### src/rtl/dma_pkg.sv
// dma_pkg: shared definitions for the DMA copy engine.
//   - DMA_ADDR_W / DMA_LEN_W : default word-address and length widths
//   - dma_state_e            : copy-engine FSM states
package dma_pkg;

  localparam int DMA_ADDR_W = 10;
  localparam int DMA_LEN_W  = 11;

  typedef enum logic [1:0] {
    IDLE  = 2'd0,
    READ  = 2'd1,
    WRITE = 2'd2,
    DONE  = 2'd3
  } dma_state_e;

endpackage

### src/rtl/dma_addr_counter.sv
// dma_addr_counter: word index and wrapped address generation for the copy engine.
// Ports:
//   clk, rst          - clock, synchronous active-high reset
//   load_i            - latch bases/length and clear the index (accepted start)
//   inc_i             - advance the index (end of a WRITE cycle)
//   src_base_i        - source base, low ADDR_W bits
//   dst_base_i        - destination base, low ADDR_W bits
//   length_i          - requested word count (clamped to 2^ADDR_W)
//   src_addr_next_o   - src + idx + 1, wrapped (address of the following READ)
//   dst_addr_o        - dst + idx, wrapped (address of the current word's WRITE)
//   last_o            - the current index is the final word of the transfer
module dma_addr_counter #(
  parameter int ADDR_W = 10,
  parameter int LEN_W  = 11
) (
  input  logic              clk,
  input  logic              rst,
  input  logic              load_i,
  input  logic              inc_i,
  input  logic [ADDR_W-1:0] src_base_i,
  input  logic [ADDR_W-1:0] dst_base_i,
  input  logic [LEN_W-1:0]  length_i,
  output logic [ADDR_W-1:0] src_addr_next_o,
  output logic [ADDR_W-1:0] dst_addr_o,
  output logic              last_o
);

  localparam logic [LEN_W-1:0] MAX_LEN = LEN_W'(1) << ADDR_W;

  logic [ADDR_W-1:0] src_q;
  logic [ADDR_W-1:0] dst_q;
  logic [LEN_W-1:0]  len_q;
  logic [LEN_W-1:0]  idx_q;
  logic [ADDR_W-1:0] idx_lo;

  always_ff @(posedge clk) begin
    if (rst) begin
      src_q <= '0;
      dst_q <= '0;
      len_q <= '0;
      idx_q <= '0;
    end else if (load_i) begin
      src_q <= src_base_i;
      dst_q <= dst_base_i;
      len_q <= (length_i > MAX_LEN) ? MAX_LEN : length_i;
      idx_q <= '0;
    end else if (inc_i) begin
      idx_q <= idx_q + LEN_W'(1);
    end
  end

  // The index never exceeds 2^ADDR_W-1 while addressing, so its low bits
  // are enough; ADDR_W-wide sums wrap modulo 2^ADDR_W by truncation.
  assign idx_lo          = idx_q[ADDR_W-1:0];
  assign src_addr_next_o = src_q + idx_lo + ADDR_W'(1);
  assign dst_addr_o      = dst_q + idx_lo;
  assign last_o          = (idx_q + LEN_W'(1)) == len_q;

endmodule

### src/rtl/dma_copy_engine.sv
// dma_copy_engine: memory-to-memory block copy, one word per two cycles.
// Optional feature macro: DMA_CHECKSUM_EN (adds the checksum output).
// Ports:
//   clk, rst          - clock, synchronous active-high reset
//   start             - copy request, only honoured in IDLE
//   src_base/dst_base - word base addresses (low ADDR_W bits used)
//   length            - word count, clamped to 2^ADDR_W
//   busy              - high while reading/writing
//   done              - one-cycle completion pulse
//   mem_addr          - word address to the data memory (upper bits zero)
//   mem_read          - read strobe
//   mem_write_enable  - write strobe (memory commits on the negedge)
//   mem_write_data    - write data
//   mem_read_data     - combinational read data for mem_addr
//   checksum          - wrapping sum of words read (DMA_CHECKSUM_EN only)
module dma_copy_engine
  import dma_pkg::*;
#(
  parameter int ADDR_W = DMA_ADDR_W,
  parameter int LEN_W  = DMA_LEN_W
) (
  input  logic              clk,
  input  logic              rst,
  input  logic              start,
  input  logic [31:0]       src_base,
  input  logic [31:0]       dst_base,
  input  logic [LEN_W-1:0]  length,
  output logic              busy,
  output logic              done,
  output logic [31:0]       mem_addr,
  output logic              mem_read,
  output logic              mem_write_enable,
  output logic [31:0]       mem_write_data,
`ifdef DMA_CHECKSUM_EN
  output logic [31:0]       checksum,
`endif
  input  logic [31:0]       mem_read_data
);

  dma_state_e state_q, state_d;

  logic              busy_q, busy_d;
  logic              done_q, done_d;
  logic              rd_q, rd_d;
  logic              we_q, we_d;
  logic [ADDR_W-1:0] addr_q, addr_d;
  logic [31:0]       wdata_q, wdata_d;

  logic              accept;
  logic [ADDR_W-1:0] src_addr_next;
  logic [ADDR_W-1:0] dst_addr;
  logic              last_word;

  // Only the low ADDR_W bits of the bases address memory.
  logic unused_base_bits;
  assign unused_base_bits = ^{src_base[31:ADDR_W], dst_base[31:ADDR_W]};

  assign accept = (state_q == IDLE) && start;

  dma_addr_counter #(
    .ADDR_W (ADDR_W),
    .LEN_W  (LEN_W)
  ) u_addr_counter (
    .clk             (clk),
    .rst             (rst),
    .load_i          (accept),
    .inc_i           (state_q == WRITE),
    .src_base_i      (src_base[ADDR_W-1:0]),
    .dst_base_i      (dst_base[ADDR_W-1:0]),
    .length_i        (length),
    .src_addr_next_o (src_addr_next),
    .dst_addr_o      (dst_addr),
    .last_o          (last_word)
  );

  // State and output registers.
  always_ff @(posedge clk) begin
    if (rst) begin
      state_q <= IDLE;
      busy_q  <= 1'b0;
      done_q  <= 1'b0;
      rd_q    <= 1'b0;
      we_q    <= 1'b0;
      addr_q  <= '0;
      wdata_q <= '0;
    end else begin
      state_q <= state_d;
      busy_q  <= busy_d;
      done_q  <= done_d;
      rd_q    <= rd_d;
      we_q    <= we_d;
      addr_q  <= addr_d;
      wdata_q <= wdata_d;
    end
  end

  // Next-state logic.
  always_comb begin
    state_d = state_q;
    unique case (state_q)
      IDLE: begin
        if (start) state_d = (length == '0) ? DONE : READ;
      end
      READ:  state_d = WRITE;
      WRITE: state_d = last_word ? DONE : READ;
      DONE:  state_d = IDLE;
      default: state_d = IDLE;
    endcase
  end

  // Outputs are registered, so their next values are decoded from the next
  // state: what the memory sees in a cycle was settled at the edge before it.
  always_comb begin
    busy_d  = 1'b0;
    done_d  = 1'b0;
    rd_d    = 1'b0;
    we_d    = 1'b0;
    addr_d  = '0;
    wdata_d = '0;
    unique case (state_d)
      READ: begin
        busy_d = 1'b1;
        rd_d   = 1'b1;
        // The first READ uses the base straight from the request, since the
        // counter only latches it at this same edge.
        addr_d = (state_q == IDLE) ? src_base[ADDR_W-1:0] : src_addr_next;
      end
      WRITE: begin
        busy_d  = 1'b1;
        we_d    = 1'b1;
        addr_d  = dst_addr;
        // The write-data register doubles as the one-word buffer.
        wdata_d = mem_read_data;
      end
      DONE: done_d = 1'b1;
      default: ;
    endcase
  end

  assign busy             = busy_q;
  assign done             = done_q;
  assign mem_read         = rd_q;
  assign mem_write_enable = we_q;
  assign mem_write_data   = wdata_q;
  assign mem_addr         = {{(32-ADDR_W){1'b0}}, addr_q};

`ifdef DMA_CHECKSUM_EN
  logic [31:0] checksum_q;

  always_ff @(posedge clk) begin
    if (rst) begin
      checksum_q <= '0;
    end else if (accept) begin
      checksum_q <= '0;
    end else if (state_q == READ) begin
      checksum_q <= checksum_q + mem_read_data;
    end
  end

  assign checksum = checksum_q;
`endif

endmodule

### config.mk
export PLATFORM = sky130hd
export DESIGN_NAME = dma_copy_engine
export DESIGN_NICKNAME = d
export VERILOG_FILES = /design/src/rtl/dma_pkg.sv /design/src/rtl/dma_addr_counter.sv /design/src/rtl/dma_copy_engine.sv
export SDC_FILE = /design/constraint.sdc
export NUM_CORES = 1
export LEC_CHECK = 0
export BUFFER_PORTS_ARGS = -buffer_cell sky130_fd_sc_hd__buf_2
export CAP_MARGIN = 40
export CORE_ASPECT_RATIO = 2
export CORE_MARGIN = 2
export CORE_UTILIZATION = 50
export CTS_BUF_LIST = sky130_fd_sc_hd__clkbuf_8
export DETAILED_ROUTE_END_ITERATION = 12
export HOLD_SLACK_MARGIN = 0.05
export MAX_ROUTING_LAYER = met4
export PLACE_DENSITY = 0.82
export SYNTH_ARGS = -nofsm -noshare
export SYNTH_HDL_FRONTEND = slang
export SYNTH_HIERARCHICAL = 1
export SYNTH_SLANG_ARGS = --single-unit
### constraint.sdc
create_clock -name clk -period 3.35 [get_ports clk]
set_input_delay 0.1675 -clock clk [delete_from_list [all_inputs] [get_ports clk]]
set_output_delay 0.1675 -clock clk [all_outputs]
set_load 0.1 [all_outputs]
==> results.py, run 1 <==
metrics = {
    "worst_setup_path": {
        "critPathTopFamily": "simple AND/OR/NAND/NOR gates",
        "r2r_setup_slack_ns": 0.65,
        "cp_max_fo": 12,
        "path_class": "reg -> reg",
        "reg2reg_from": "u_addr_counter/idx_q[0]$_SDFFE_PP0P_",
        "slowest_delay_ns": 0.55,
        "start_kind": "flop",
        "crit_chain": "ha_1, xnor2_1, nand2_8, or4_1, a221oi_2, nand2_1, o211ai_1, buf_4, o31ai_1",
        "endpoint_kind": "flop",
        "cp.required_ns": 3.58,
        "path_buf_inv": 1,
        "startpoint": "u_addr_counter/idx_q[0]$_SDFFE_PP0P_",
        "arrival_ns": 2.93,
        "slowest_stage": "or4_1",
    },
    "power_and_ir_drop": {
        "p_int_mw": 1.633,
        "ir_drop_mv": 0.3196,
        "clock_power_share": 0.307,
        "combPwrFrac": 0.231,
        "switchingPower_mw": 0.8382,
        "power.density_nw_per_um2": 441.2,
        "leakagePower_nw": 2.686,
        "pwr-share-seq": 0.462,
        "p_sw_frac": 0.3391,
    },
    "sta": {
        "setup_viol": 0,
        "tns_ns": 0,
        "slew_violations": 0,
        "finClkSkew_ns": 0.009757,
        "relSlewSlack": 0.5200,
        "max_slew.worst_pin.slew_ns": 0.7201,
        "fmax_mhz": 370.1,
        "fin_crit_sh": 0.8066,
        "fin_ws_ns": 0.6479,
        "rsz0062_at_grt": "no",
        "timing_hold_violations_final": 0,
        "finalWorstPathRequiredPeriod_ns": 2.702,
    },
    "global_route": {
        "grt_pass1_vias": 3877,
        "overflow": 0,
        "antenna_found_initial": 0,
        "grt_pass1_wl_um": 17830,
        "globalRouteTotalUtil": 0.2412,
        "grt_max_degree": 31,
    },
    "layout": {
        "layout_commonest_cell": "buf_2",
        "fill_cells": 697,
        "drive_gt1_frac": 0.2213,
        "synthToLayoutAreaGrowth_pct": 27.44,
        "layout_common_cells": "buf_2 (111), dfxtp_1 (90), dlygate4sd3_1 (51)",
        "final_nets": 745,
        "n_antenna_cell": 0,
    },
    "synth": {
        "synthCells": 461,
        "synth_seq_cells": 90,
        "synth.distinct_cells": 49,
        "yosysWarnings": 6,
        "yosysSeqAreaShare": 0.4099,
        "syn_area_per_cell_um2": 9.535,
        "ys.flop_type": "dfxtp_1",
        "netlist_area_um2": 4395,
        "synthArstFlopShare": 0,
        "synth_edf_count": 0,
    },
    "cts": {
        "clock_latency_ns": 0.37,
        "htree_levels": 3,
        "cts_buffer_depth": 2,
        "cts_resized": 0,
        "clk_pin_slew_worst_paths_ns": 0.09,
        "tritoncts": "yes",
        "clock-sinks": 90,
        "cts_buffers": 9,
        "cts-root-buf": "clkbuf_8",
    },
    "place": {
        "gp_congestion": 0.9107,
        "port_buffers": 111,
        "pre_cts_slack_ns": 0.6567,
        "hpwl_um": 7534,
    },
    "routing": {
        "drt_iter0_drc": 209,
        "dr.pass1.iters": 4,
        "vias_per_cell": 5.228,
        "wl_um": 10930,
        "antenna_left": 0,
        "route.detailed.drc": 0,
        "wl_per_cell_um": 15.20,
        "vias": 3759,
    },
    "outcome": {
        "outcome": "finished clean",
    },
    "floorplanning": {
        "coreArea_um2": 8588,
        "rows": 48,
        "initial_core_util": 0.5118,
        "io_pins": 178,
        "dieArea_um2": 9603,
        "die_width_um": 70.30,
        "die_h_um": 136.6,
    },
    "worst_hold_path": {
        "hold_path.class": "in -> reg",
        "worstHoldStart": "start",
    },
    "run": {
        "maxCapViolations": 0,
    },
}
## worst reg2reg max path, cell delays in order (launching register included)
cell      delay [ns]
dfxtp_1         0.47
ha_1            0.31
xnor2_1         0.39
nand2_8         0.05
or4_1           0.55
a221oi_2        0.22
nand2_1         0.11
o211ai_1        0.12
buf_4           0.23
o31ai_1         0.11
## repair_timing
action / 4_1_cts / 5_1_grt
hold endpoints to repair: 51 / 0
hold buffers: 51 / 0
setup buffers: 0 / 0
## synth_stat cells (6+ instances only)
cell / n / area share
a21oi_1: 14 / 0.016
a22o_1: 10 / 0.020
and2_1: 32 / 0.046
buf_2: 6 / 0.0068
buf_4: 22 / 0.038
clkbuf_1: 12 / 0.010
dfxtp_1: 90 / 0.41
ha_1: 19 / 0.054
inv_1: 12 / 0.010
mux2i_1: 33 / 0.075
nand2_1: 19 / 0.016
nand3_1: 7 / 0.0080
nor2_1: 46 / 0.039
nor3_1: 8 / 0.0091
nor4_1: 6 / 0.0085
o21ai_0: 8 / 0.0091
o31ai_1: 11 / 0.019
xnor2_1: 19 / 0.038
xor2_1: 20 / 0.040
## sequential cells by signal, indices dropped and copies added (netlist names)
| register | cells |
|---|---|
| mem_write_data | 32 |
| u_addr_counter/idx_q | 11 |
| u_addr_counter/len_q | 11 |
| addr_q | 10 |
| u_addr_counter/dst_q | 10 |
| u_addr_counter/src_q | 10 |
| state_q | 2 |
| busy | 1 |
| done | 1 |
| mem_read | 1 |
| mem_write_enable | 1 |
## per-layer routing
layer / track usage / routed length, µm / up-vias
li1: - / - / 1841
met1: 0.2381 / 3888 / 1743
met2: 0.4460 / 6177 / 151
met3: 0.04271 / 587 / 24
met4: 0.1186 / 278 / 0
met5: - / 0 / -
## cell families (layout without fill, tap and decap cells)
| logic type | Yosys count | count (layout) | share of synthesized area |
|---|---|---|---|
| fa+ha+maj | 21 | 21 | 0.06319 |
| mux | 33 | 33 | 0.07515 |
| simple gates | 151 | 151 | 0.1870 |
| flops | 90 | 90 | 0.4099 |
| compound gates | 70 | 70 | 0.1102 |
| other cells | 1 | 22 | 0.0008532 |
| buf+inv | 56 | 193 | 0.07600 |
| xor+xnor | 39 | 39 | 0.07771 |
## area by class of cell
cell class	count	area, µm²	area share
clock inverters	7	78.83	0.01407
clock buffers	9	123.9	0.02211
well taps	100	125.1	0.02234
repair buffers	165	1089	0.1943
inverters	12	45.04	0.008041
flip-flops and latches	90	1802	0.3216
multi-input cells	336	2338	0.4175
## path summary, 6_finish.rpt
kind	end	depth (start not counted)
max	addr_q[2]$_SDFF_PP0_	9
min	state_q[0]$_SDFF_PP0_	2
max reg2reg	addr_q[2]$_SDFF_PP0_	9
min reg2reg	u_addr_counter/src_q[0]$_SDFFE_PP0P_	2
## metrics by stage
step / instance area (µm²) / utilization / power (mW) / hold slack [ns] / instances
3_3_place_gp: 4888 / 0.5692 / 1.674 / 0.3659 / 652
4_1_cts: 5602 / 0.6522 / 2.492 / 0.05106 / 719
5_1_grt: 5602 / 0.6522 / 2.564 / 0.05858 / 719
6_report: 5602 / 0.6522 / 2.472 / 0.06922 / 719
3_5_place_dp: 4888 / 0.5692 / 1.686 / 0.3703 / 652
2_1_floorplan: 4474 / - / 1.608 / 0.2892 / 482
## power groups by stage
stage          clock, mW  combinational [mW]  sequential (mW)
3_3_place_gp           0               0.510             1.16
5_1_grt            0.816               0.602             1.15
2_1_floorplan          0               0.292             1.32
4_1_cts            0.783               0.568             1.14
6_report           0.760               0.571             1.14
3_5_place_dp           0               0.520             1.17
Note: power is estimated with default switching activity, not from simulation.
==> run 2, diff against run 1 <==
- clock period: 3.35 -> 2.8 ns (I/O delays scaled with it)
==> run 2 against run 1 <==
Net effect: final cell count grew 2.4%; global-route usage grew 0.70 points; first-iteration DRC count shrank 6.2%; core utilization grew 1.9 points; cell area grew 2.9%; flip-flop and latch count is the same; clock skew is essentially flat; clock power grew 16%; critical endpoint is now addr_q[4]$_SDFF_PP0_; sequential share of layout area shrank 0.89 points; fmax grew 5.3%; highest routed layer unchanged.
==> results.py, run 2 (synthesis results as in run 1) <==
metrics = {
    "worst_setup_path": {
        "critPathTopFamily": "simple AND/OR/NAND/NOR gates",
        "slowest_delay_ns": 0.56,
        "endpoint_kind": "flop",
        "path_class": "reg -> reg",
        "crit_chain": "ha_1, and3_1, nor3b_1, a31oi_1, or4_1, a221oi_2, nand2_1, o211ai_1, buf_12, o31ai_1",
        "start_kind": "flop",
        "arrival_ns": 2.80,
        "slowest_stage": "or4_1",
        "cp.required_ns": 3.03,
        "cp_max_fo": 12,
        "path_buf_inv": 1,
    },
    "layout": {
        "layout_common_cells": "buf_2 (111), dfxtp_1 (90), dlygate4sd3_1 (63)",
        "fin_util": 0.6709,
        "layout_commonest_cell": "buf_2",
        "drive_gt1_frac": 0.2248,
        "synthToLayoutAreaGrowth_pct": 31.08,
        "n_antenna_cell": 0,
        "final_nets": 762,
        "largest_register_ffs": 32,
    },
    "floorplanning": {
        "rows": 48,
        "io_pins": 178,
        "die_width_um": 70.30,
        "initial_core_util": 0.5118,
        "coreArea_um2": 8588,
        "dieArea_um2": 9603,
        "die_h_um": 136.6,
    },
    "power_and_ir_drop": {
        "total_power_mw": 2.947,
        "clock_power_share": 0.298,
        "pwr-share-seq": 0.463,
        "p_sw_frac": 0.3500,
        "combPwrFrac": 0.239,
        "power.density_nw_per_um2": 511.4,
        "p_int_mw": 1.915,
        "leakagePower_nw": 2.765,
        "switchingPower_mw": 1.031,
        "ir_drop_mv": 0.3645,
    },
    "place": {
        "hpwl_um": 7668,
        "port_buffers": 111,
        "gp_congestion": 0.8542,
    },
    "cts": {
        "post-cts-setup-buffer-count": 0,
        "cts_buffer_depth": 2,
        "cts-root-buf": "clkbuf_8",
        "cts_resized": 0,
        "htree_levels": 3,
        "holdBufCountCts": 63,
        "cts_buffers": 9,
        "clock_latency_ns": 0.37,
        "tritoncts": "yes",
        "clk_pin_slew_worst_paths_ns": 0.09,
        "clock-sinks": 90,
    },
    "routing": {
        "dr.pass1.iters": 6,
        "drt_iter0_drc": 196,
        "wl_um": 11310,
        "vias": 3868,
        "route.detailed.drc": 0,
        "vias_per_cell": 5.255,
        "wl_per_cell_um": 15.36,
        "antenna_left": 0,
    },
    "sta": {
        "tns_ns": 0,
        "finClkSkew_ns": 0.009990,
        "timing_hold_violations_final": 0,
        "relSlewSlack": 0.5275,
        "finalWorstPathRequiredPeriod_ns": 2.566,
        "rsz0062_at_grt": "no",
        "fmax_mhz": 389.7,
        "setup_viol": 0,
        "max_slew.worst_pin.slew_ns": 0.7088,
        "slew_violations": 0,
        "fin_crit_sh": 0.9164,
    },
    "global_route": {
        "overflow": 0,
        "globalRouteTotalUtil": 0.2482,
        "grt_max_degree": 45,
        "grt_pass1_wl_um": 18320,
        "grt_pass1_vias": 4023,
        "antenna_found_initial": 0,
    },
    "worst_hold_path": {
        "hold_path.class": "in -> reg",
    },
    "outcome": {
        "outcome": "finished clean",
    },
    "run": {
        "maxCapViolations": 0,
    },
}
## run 2: power groups by stage
stage / Clock, mW / Combinational [mW] / Sequential, mW
global placement: 0 / 0.616 / 1.39
floorplan: 0 / 0.349 / 1.57
global route: 0.945 / 0.741 / 1.37
CTS: 0.892 / 0.701 / 1.36
finish: 0.878 / 0.704 / 1.37
detailed placement: 0 / 0.629 / 1.39
## run 2: routing by layer
| layer | vias to the layer above | track usage | wire length [µm] |
|---|---|---|---|
| li1 | 1877 | - | - |
| met1 | 1805 | 0.2379 | 3994 |
| met2 | 153 | 0.4628 | 6316 |
| met3 | 33 | 0.03756 | 567 |
| met4 | 0 | 0.1400 | 429 |
| met5 | - | - | 0 |
## run 2: area by class of cell
type,count,area [µm²]
inverters,12,45.04
multi-input cells,336,2338
flip-flops and latches,90,1802
well taps,100,125.1
clock buffers,10,137.6
clock inverters,6,55.05
repair buffers,182,1259
fillers,693,2826
## run 2: through the flow
stage | worst slack, ns | hold slack, ns | instance area [µm²] | cells
floorplan | 0.3790 | 0.2617 | 4474 | 482
global placement | 0.2699 | 0.3382 | 4938 | 657
detailed placement | 0.2209 | 0.3428 | 4938 | 657
CTS | 0.1874 | 0.05174 | 5762 | 736
global route | 0.02593 | 0.06129 | 5762 | 736
finish | 0.2340 | 0.07408 | 5762 | 736
## run 2: tightest hold or removal path, cell delays in order
cell     delay (ns)
buf_2          0.10
mux2i_1        0.09
nor2_1         0.08
## run 2: worst paths after layout
| path | from | endpoint | slack (ns) | cells past startpoint |
|---|---|---|---|---|
| worst max-delay path | u_addr_counter/idx_q[1]$_SDFFE_PP0P_ | addr_q[4]$_SDFF_PP0_ | 0.23 | 10 |
| worst min-delay path | src_base[9] | u_addr_counter/src_q[9]$_SDFFE_PP0P_ | 0.07 | 3 |
| worst max register to register | u_addr_counter/idx_q[1]$_SDFFE_PP0P_ | addr_q[4]$_SDFF_PP0_ | 0.23 | 10 |
| worst min register to register | u_addr_counter/len_q[1]$_SDFFE_PP0P_ | u_addr_counter/len_q[1]$_SDFFE_PP0P_ | 0.51 | 1 |
